`config.mk`:
```
export PLATFORM = sky130hd
export DESIGN_NAME = system_timer_tick_gen
export DESIGN_NICKNAME = d
export VERILOG_FILES = /design/src/rtl/XT_BUS.sv /design/src/rtl/tick_divider.sv /design/src/rtl/system_timer_tick_gen.sv
export SDC_FILE = /design/constraint.sdc
export NUM_CORES = 1
export LEC_CHECK = 0
export CORE_MARGIN = 2
export CORE_UTILIZATION = 50
export DETAILED_ROUTE_END_ITERATION = 10
export PLACE_DENSITY = 0.8
export SLEW_MARGIN = 25
export SYNTH_ARGS = -nofsm -noshare
export SYNTH_HDL_FRONTEND = slang
export SYNTH_HIERARCHICAL = 1
export SYNTH_SLANG_ARGS = --single-unit
```
`constraint.sdc`:
```
create_clock -name hb_clk -period 3.5 [get_ports hb_clk]
set_clock_uncertainty 0.1 [all_clocks]
set_input_delay 0.7 -clock hb_clk [delete_from_list [all_inputs] [get_ports hb_clk]]
set_output_delay 0.7 -clock hb_clk [all_outputs]
set_load 0.05 [all_outputs]
```
`src/rtl/XT_BUS.sv`:
```
// Shared high-speed bus slave types plus the tick generator register offsets,
// so firmware headers and RTL agree on one map.
package XT_BUS;

  typedef struct packed {
    logic [31:0] raddr;
    logic [31:0] waddr;
    logic [31:0] wdata;
  } hb_slave_t;

  typedef struct packed {
    logic ren;
    logic wen;
  } sel_t;

  localparam logic [31:0] TICKGEN_CTRL    = 32'h0;
  localparam logic [31:0] TICKGEN_DIV     = 32'h4;
  localparam logic [31:0] TICKGEN_TICKCNT = 32'h8;

  typedef enum logic [1:0] {
    TICKGEN_REG_CTRL    = 2'b00,
    TICKGEN_REG_DIV     = 2'b01,
    TICKGEN_REG_TICKCNT = 2'b10,
    TICKGEN_REG_RSVD    = 2'b11
  } tickgen_reg_e;

endpackage

```
`src/rtl/tick_divider.sv`:
```
// Half-period counter producing the 50% duty timer clock; a new divider
// value is adopted only at a half-period boundary so no runt pulses appear.
module tick_divider #(
  parameter int unsigned DIV_WIDTH    = 16,
  parameter int unsigned DEFAULT_HALF = 50
) (
  input  logic                 clk,
  input  logic                 rst,
  input  logic                 en,
  input  logic                 halt,
  input  logic [DIV_WIDTH-1:0] div_shadow,
  output logic                 tick_clk,
  output logic                 rise_pulse
);

  logic [DIV_WIDTH-1:0] cnt;
  logic [DIV_WIDTH-1:0] div_active;
  logic                 boundary;

  assign boundary   = (cnt == div_active);
  assign rise_pulse = en && !halt && boundary && !tick_clk;

  always_ff @(posedge clk) begin
    if (rst) begin
      cnt        <= '0;
      tick_clk   <= 1'b0;
      div_active <= DIV_WIDTH'(DEFAULT_HALF - 1);
    end else if (!en) begin
      cnt        <= '0;
      tick_clk   <= 1'b0;
      div_active <= div_shadow;
    end else if (!halt) begin
      if (boundary) begin
        cnt        <= '0;
        tick_clk   <= ~tick_clk;
        div_active <= div_shadow;
      end else begin
        cnt <= cnt + DIV_WIDTH'(1);
      end
    end
  end

endmodule

```
`src/rtl/system_timer_tick_gen.sv`:
```
// Bus-programmable prescaler generating systemtimer_clk from hb_clk, with
// debug-halt freeze and a readable count of generated rising edges.
module system_timer_tick_gen
  import XT_BUS::*;
#(
  parameter int unsigned DIV_WIDTH    = 16,
  parameter int unsigned DEFAULT_HALF = 50,
  parameter int unsigned MIN_HALF     = 2
) (
  input  logic        hb_clk,
  input  logic        hb_rst,
  input  hb_slave_t   xt_hb,
  input  sel_t        sel,
  input  logic        halt,
  output logic [31:0] rdata,
  output logic        tick_clk
);

  localparam logic [DIV_WIDTH-1:0] DIV_RESET = DIV_WIDTH'(DEFAULT_HALF - 1);
  localparam logic [DIV_WIDTH-1:0] DIV_FLOOR = DIV_WIDTH'(MIN_HALF - 1);

  tickgen_reg_e         wsel;
  tickgen_reg_e         rsel;
  logic                 en;
  logic                 en_div;
  logic                 rise_pulse;
  logic                 wr_ctrl;
  logic                 wr_div;
  logic                 wr_cnt;
  logic [DIV_WIDTH-1:0] div_shadow;
  logic [DIV_WIDTH-1:0] div_wr;
  logic [31:0]          tickcnt;
  logic [31:0]          rd_mux;
  logic                 unused_addr;

  assign wsel    = tickgen_reg_e'(xt_hb.waddr[3:2]);
  assign rsel    = tickgen_reg_e'(xt_hb.raddr[3:2]);
  assign wr_ctrl = sel.wen && (wsel == TICKGEN_REG_CTRL);
  assign wr_div  = sel.wen && (wsel == TICKGEN_REG_DIV);
  assign wr_cnt  = sel.wen && (wsel == TICKGEN_REG_TICKCNT);
  assign div_wr  = (xt_hb.wdata[DIV_WIDTH-1:0] < DIV_FLOOR) ? DIV_FLOOR
                                                             : xt_hb.wdata[DIV_WIDTH-1:0];
  assign unused_addr = ^{xt_hb.raddr[31:4], xt_hb.raddr[1:0],
                         xt_hb.waddr[31:4], xt_hb.waddr[1:0]};

  // A same-cycle EN=0 write must beat a half-period boundary, so the
  // divider sees the disable one cycle before the CTRL register does.
  assign en_div = en && !(wr_ctrl && !xt_hb.wdata[0]);

  always_ff @(posedge hb_clk) begin
    if (hb_rst) begin
      en         <= 1'b0;
      div_shadow <= DIV_RESET;
    end else begin
      if (wr_ctrl) en <= xt_hb.wdata[0];
      if (wr_div)  div_shadow <= div_wr;
    end
  end

  always_ff @(posedge hb_clk) begin
    if (hb_rst)          tickcnt <= '0;
    else if (wr_cnt)     tickcnt <= xt_hb.wdata;
    else if (rise_pulse) tickcnt <= tickcnt + 32'd1;
  end

  always_comb begin
    rd_mux = '0;
    unique case (rsel)
      TICKGEN_REG_CTRL:    rd_mux = {31'd0, en};
      TICKGEN_REG_DIV:     rd_mux = 32'(div_shadow);
      TICKGEN_REG_TICKCNT: rd_mux = tickcnt;
      TICKGEN_REG_RSVD:    rd_mux = '0;
    endcase
  end

  always_ff @(posedge hb_clk) begin
    if (hb_rst)       rdata <= '0;
    else if (sel.ren) rdata <= rd_mux;
  end

  tick_divider #(
    .DIV_WIDTH    (DIV_WIDTH),
    .DEFAULT_HALF (DEFAULT_HALF)
  ) u_div (
    .clk        (hb_clk),
    .rst        (hb_rst),
    .en         (en_div),
    .halt       (halt),
    .div_shadow (div_shadow),
    .tick_clk   (tick_clk),
    .rise_pulse (rise_pulse)
  );

endmodule

```
==> metrics, run 1 <==
status finished, final reports clean; hpwl dp 9770 um; worst r2r src u_div/cnt[2]; post-synthesis mux area share 0.00713; die span in x 110 um; hold path startpoint rdata[1]; Worst R2R End tickcnt[16]; Critical Path Source Type input port; post_cts resized 0; Fin. Hold Viols 0; clock-pin slew on the worst setup and hold paths 60 ps; total power 3530 uW; Reg2Reg Depth 12; core area 10,900 um^2; post-CTS setup buffers 0; share of layout cells above drive strength 1 0.0918; TritonCTS Buffers 17; htree depth 4; crit path capture type register; die area 12,100 um^2; final period utilization 0.825; Final Slew Violations 0; Post-synth top flop dfxtp_1; Total Neg Setup Slack 0 ps; DRT Pass-1 Iters 5; hold-fix buffers at CTS 0; Compound-Gate Fraction of Synth Area 0.178; Worst EP arrival 3220 ps; Final Critical Period 2890 ps; worst min path class reg2reg; RSZ-0062 raised after global routing no; largest family of logic cells by synthesized area simple AND/OR/NAND/NOR gates; Hold Slack 389 ps; Rows 38; initial antenna violation count 0; Ant. Diodes 0; final instance area 7010 um^2; flops & latches, synth 114; I/O Pins 134; Fill cells 869; Via-to-Cell Ratio 5.89; worst rel slew slack 0.430; CP Class in2reg; CP max FO 9; Worst R2R Setup Slack 650 ps; Post-Synth Adder-Cell Area 0.00446; leading cell type in the layout, fill and taps excluded dfxtp_1; synth-to-layout area growth 24.7%; CTS Root Cell clkbuf_8; Seq/Total Area, Yosys 0.406; Placed Area 6370 um^2; CTS tree built; Initial Util 0.516; via count 5,122; vias in the first global route 5,051; Mapped Nets 761; first-pass GRT wire length 24,400 um; clk buf depth 2; Die H 110 um; Post-synth EDFFs 0; MaxCap Viol Count 0; Multi-input gate area 3030 um^2; FFs w/ async S/R, synth 0; Post-Synthesis Cells 658; XOR/XNOR Fraction of Synth Area 0.0949; IO Port Bufs 73; Yosys cell types 56; grt total ovfl 0; peak supply drop 0.000413 V; Fmax achieved 346 MHz; critical path data required time 3830 ps; Slew @ Worst Pin 854 ps; Synth Area in Simple Gates 0.254; routed wire length 14,600 um; # setup viols final 0; routability cong. 0.914; gr usage total 0.260; largest net degree at the start of global routing 84; syn avg cell area 8.54 um^2; pwr dens 503 nW/um^2; hold depth 2; P_leak 0.00248 uW; Skew-Pair Late Insertion Delay 520 ps; yosys warns 6; CTS sink count 114; highest-count cells in the layout ignoring fill and taps 114 x dfxtp_1, 89 x nor2_1, 73 x nand2_1; Synth Cell Area 5620 um^2; DRT iter0 DRCs 471; Register Area 2280 um^2; wire length per cell 16.8 um; ANT nets after route 0; # DRC 0; Worst Hold End rdata[1]; final net count 820
critical path, cell delays in order:
cell	delay, ps
clkdlybuf4s50_1	510
nand2b_1	190
o31a_1	210
inv_1	70
nor4_1	270
buf_4	240
nand2_2	170
nor3_1	170
buf_4	170
nand3_1	100
xor2_1	170
a211oi_1	240
Yosys cell counts, types with 5 or more instances:
library cell	n	area, um^2
nand2_1	73	274
o211ai_1	6	45.0
a211oi_1	42	315
a22oi_1	15	113
nor3_1	10	50.1
o311ai_1	12	105
xor2_1	38	333
nand3b_1	5	37.5
nand4_1	16	100
inv_1	8	30.0
nor2b_1	19	119
xnor2_1	21	184
a21oi_1	35	175
clkbuf_1	36	135
and3_1	16	100
dfxtp_1	114	2280
nor4_1	7	43.8
buf_6	6	67.6
a32oi_1	13	114
nor2_1	89	334
nand3_1	14	70.1
kinds of logic after synthesis:
group           after synthesis
compound gates              140
xor+xnor                     60
mux                           4
simple gates                280
flops                       114
buf+inv                      58
fa+ha+maj                     2
registers in the layout, indices dropped and copies added (netlist names):
signal,count
u_div/cnt,16
div_shadow,16
rdata,32
u_div/tick_clk,1
en,1
tickcnt,32
u_div/div_active,16
metrics by stage:
stage / util / setup WS (ps) / std cells
after floorplan: - / 353 / 658
after global placement: 0.585 / 164 / 838
after detailed placement: 0.585 / 151 / 838
after CTS: 0.643 / 627 / 870
after global routing: 0.643 / 368 / 870
final: 0.643 / 612 / 870
where the power goes:
part | internal, uW | switching (uW) | total [uW]
Sequential | 1340 | 47.1 | 1390
Clock | 1250 | 617 | 1860
Combinational | 115 | 160 | 275
Total | 2700 | 823 | 3530
worst max path at each step:
stage	to	from	slack, ps
final	tickcnt[16]	xt_hb[35]	610
after floorplan	tickcnt[20]	xt_hb[35]	350
after global placement	tickcnt[9]	xt_hb[35]	160
after global routing	tickcnt[16]	xt_hb[35]	370
after CTS	tickcnt[16]	xt_hb[35]	630
after detailed placement	tickcnt[16]	xt_hb[35]	150
routing by layer:
| metal | part of all wire | wire [um] | vias up | global-route usage |
|---|---|---|---|---|
| met1 | 0.44 | 6420 | 2407 | 0.330 |
| met2 | 0.46 | 6700 | 206 | 0.417 |
| li1 | - | - | 2480 | - |
| met5 | 0 | 0 | - | 0 |
| met3 | 0.073 | 1070 | 29 | 0.0694 |
| met4 | 0.028 | 410 | 0 | 0.107 |
cell type report:
type / count / share of cell area
clock inverters: 13 / 0.0296
inverters: 8 / 0.00429
flip-flops and latches: 114 / 0.326
multi-input cells: 486 / 0.432
well taps: 140 / 0.0250
repair buffers: 90 / 0.122
clock buffers: 19 / 0.0616
Power figures use the tool's default switching activity.
==> run 2, diff against run 1 <==
==> constraint.sdc (replaced) <==
create_clock -name hb_clk -period 2.9 [get_ports hb_clk]
set_clock_uncertainty 0.1 [all_clocks]
set_input_delay 0.58 -clock hb_clk [delete_from_list [all_inputs] [get_ports hb_clk]]
set_output_delay 0.58 -clock hb_clk [all_outputs]
set_load 0.05 [all_outputs]
==> metrics, run 2 (synthesis gave the netlist of run 1 again) <==
crit path capture type register; post-layout util 0.650 (+0.00632); synth-to-layout area growth 26.0%; Final Slew Violations 0 (unchanged); Worst EP arrival 2990 ps (-230 ps); Final Critical Period 2660 ps; core area 10,900 um^2 (unchanged); pwr dens 577 nW/um^2 (+15%); clk buf depth 2 (unchanged); final period utilization 0.917; critical path data required time 3230 ps (-600 ps); DRT Pass-1 Iters 5 (unchanged); I/O Pins 134 (unchanged); hpwl dp 9960 um (+2.0%); Crit. Startpoint u_div/cnt[5]; worst min path class in2reg; peak supply drop 0.000505 V (+22%); clock-pin slew on the worst setup and hold paths 60 ps (about the same); final worst slack 241 ps (-372 ps); CP max FO 6 (-3); die span in x 110 um (unchanged); largest net degree at the start of global routing 47 (-44%); RSZ-0062 raised after global routing no; die area 12,100 um^2 (unchanged); initial antenna violation count 0 (unchanged); final net count 833 (+1.6%); Slew @ Worst Pin 664 ps (-191 ps); wire length per cell 16.5 um (-1.9%); MaxCap Viol Count 0 (unchanged); worst rel slew slack 0.558 (+0.127); Place WS -193 ps (-343 ps); Critical Path Source Type register; highest-count cells in the layout ignoring fill and taps 112 x dfxtp_1, 89 x nor2_1, 73 x nand2_1; Initial Util 0.516 (unchanged); leading cell type in the layout, fill and taps excluded dfxtp_1; TritonCTS Buffers 17 (unchanged); Ant. Diodes 0 (unchanged); first-pass GRT wire length 23,800 um (-2.3%); share of layout cells above drive strength 1 0.105 (+0.0135); IO Port Bufs 73 (unchanged); Register Area 2280 um^2 (+0.11%); Multi-input gate area 3040 um^2 (+0.37%); # setup viols final 0 (unchanged); CP Class reg2reg; Skew-Pair Late Insertion Delay 520 ps (about the same); CTS tree built; via count 5,123 (+0.020%); status finished, final reports clean; Die H 110 um (unchanged); Fmax achieved 376 MHz; Via-to-Cell Ratio 5.81 (-1.2%); vias in the first global route 4,851 (-4.0%); routability cong. 0.920 (+0.66%); # DRC 0 (unchanged); grt total ovfl 0 (unchanged); DRT iter0 DRCs 355 (-25%); htree depth 4 (unchanged); hold path startpoint hb_rst; Fill cells 880 (+1.3%); non-filler cells, final 881 (+1.3%); P_leak 0.00254 uW (+2.4%); Fin. Hold Viols 0 (unchanged); Cells after DPL 851 (+1.6%); routed wire length 14,500 um (-0.69%); Largest regs rdata: 32 flops, tickcnt: 32 flops; ANT nets after route 0 (unchanged); gr usage total 0.255 (-0.00441); worst r2r src u_div/cnt[5]; Rows 38 (unchanged); CTS Root Cell clkbuf_8; CTS sink count 114 (unchanged)
[run 2: changes by cell type in the layout (fill, tap and decap cells not counted), moves of 2 or more]
cell and delta:
clkbuf_1 +3, bufinv_16 -2, buf_4 +12, clkinvlp_4 -4
dfxtp_2 +2, dfxtp_1 -2, clkbuf_8 +3
[run 2: report_power, final]
group | switching [uW] | internal (uW) | total, uW
logic | 195 | 147 | 342
registers | 56.4 | 1620 | 1680
clock network | 674 | 1390 | 2060
[run 2: area by class of cell]
| class | count | area share |
|---|---|---|
| multi-input combinational | 486 | 0.429 |
| sequential | 114 | 0.323 |
| timing repair buffer | 103 | 0.136 |
| clock buffer | 25 | 0.0684 |
| tap | 140 | 0.0248 |
| clock inverter | 5 | 0.0141 |
| inverter | 8 | 0.00424 |
[run 2: path summary, 6_finish.rpt]
check	to	slack [ps]	cells after the start
max	tickcnt[9]	240	11
min reg2reg	rdata[0]	390	2
max reg2reg	tickcnt[9]	240	11
min	rdata[15]	360	2
[run 2: metal layers]
| layer | up-vias | track usage | wire (um) |
|---|---|---|---|
| li1 | 2501 | - | - |
| met1 | 2418 | 0.327 | 6500 |
| met2 | 172 | 0.406 | 6710 |
| met3 | 32 | 0.0700 | 993 |
| met4 | 0 | 0.103 | 287 |
| met5 | - | 0 | 0 |
[run 2: critical path: stages (launching register included)]
cell      delay [ps]
dfxtp_1          420
xnor2_1          170
nand4_1          110
or3_1            370
nor4_2           230
buf_4            190
and3_1           220
buf_4            170
nand2_1           50
nor3_1           200
xnor2_1          100
a211oi_1         240
[run 2: what timing repair did]
item,4_1_cts,5_1_grt
setup endpoints to repair,0,6
resized for setup,0,3
buffers inserted,0,0
hold buffers,0,0
[run 2: per-stage QoR]
stage	setup TNS [ps]	instance area, um^2	hold WS [ps]	total power, uW
finish	0	7070	359	4080
global route	0	7070	361	4210
CTS	0	7070	343	4100
detailed placement	-1820	6480	380	2040
global placement	-1030	6480	375	2030
floorplan	0	5620	359	1900
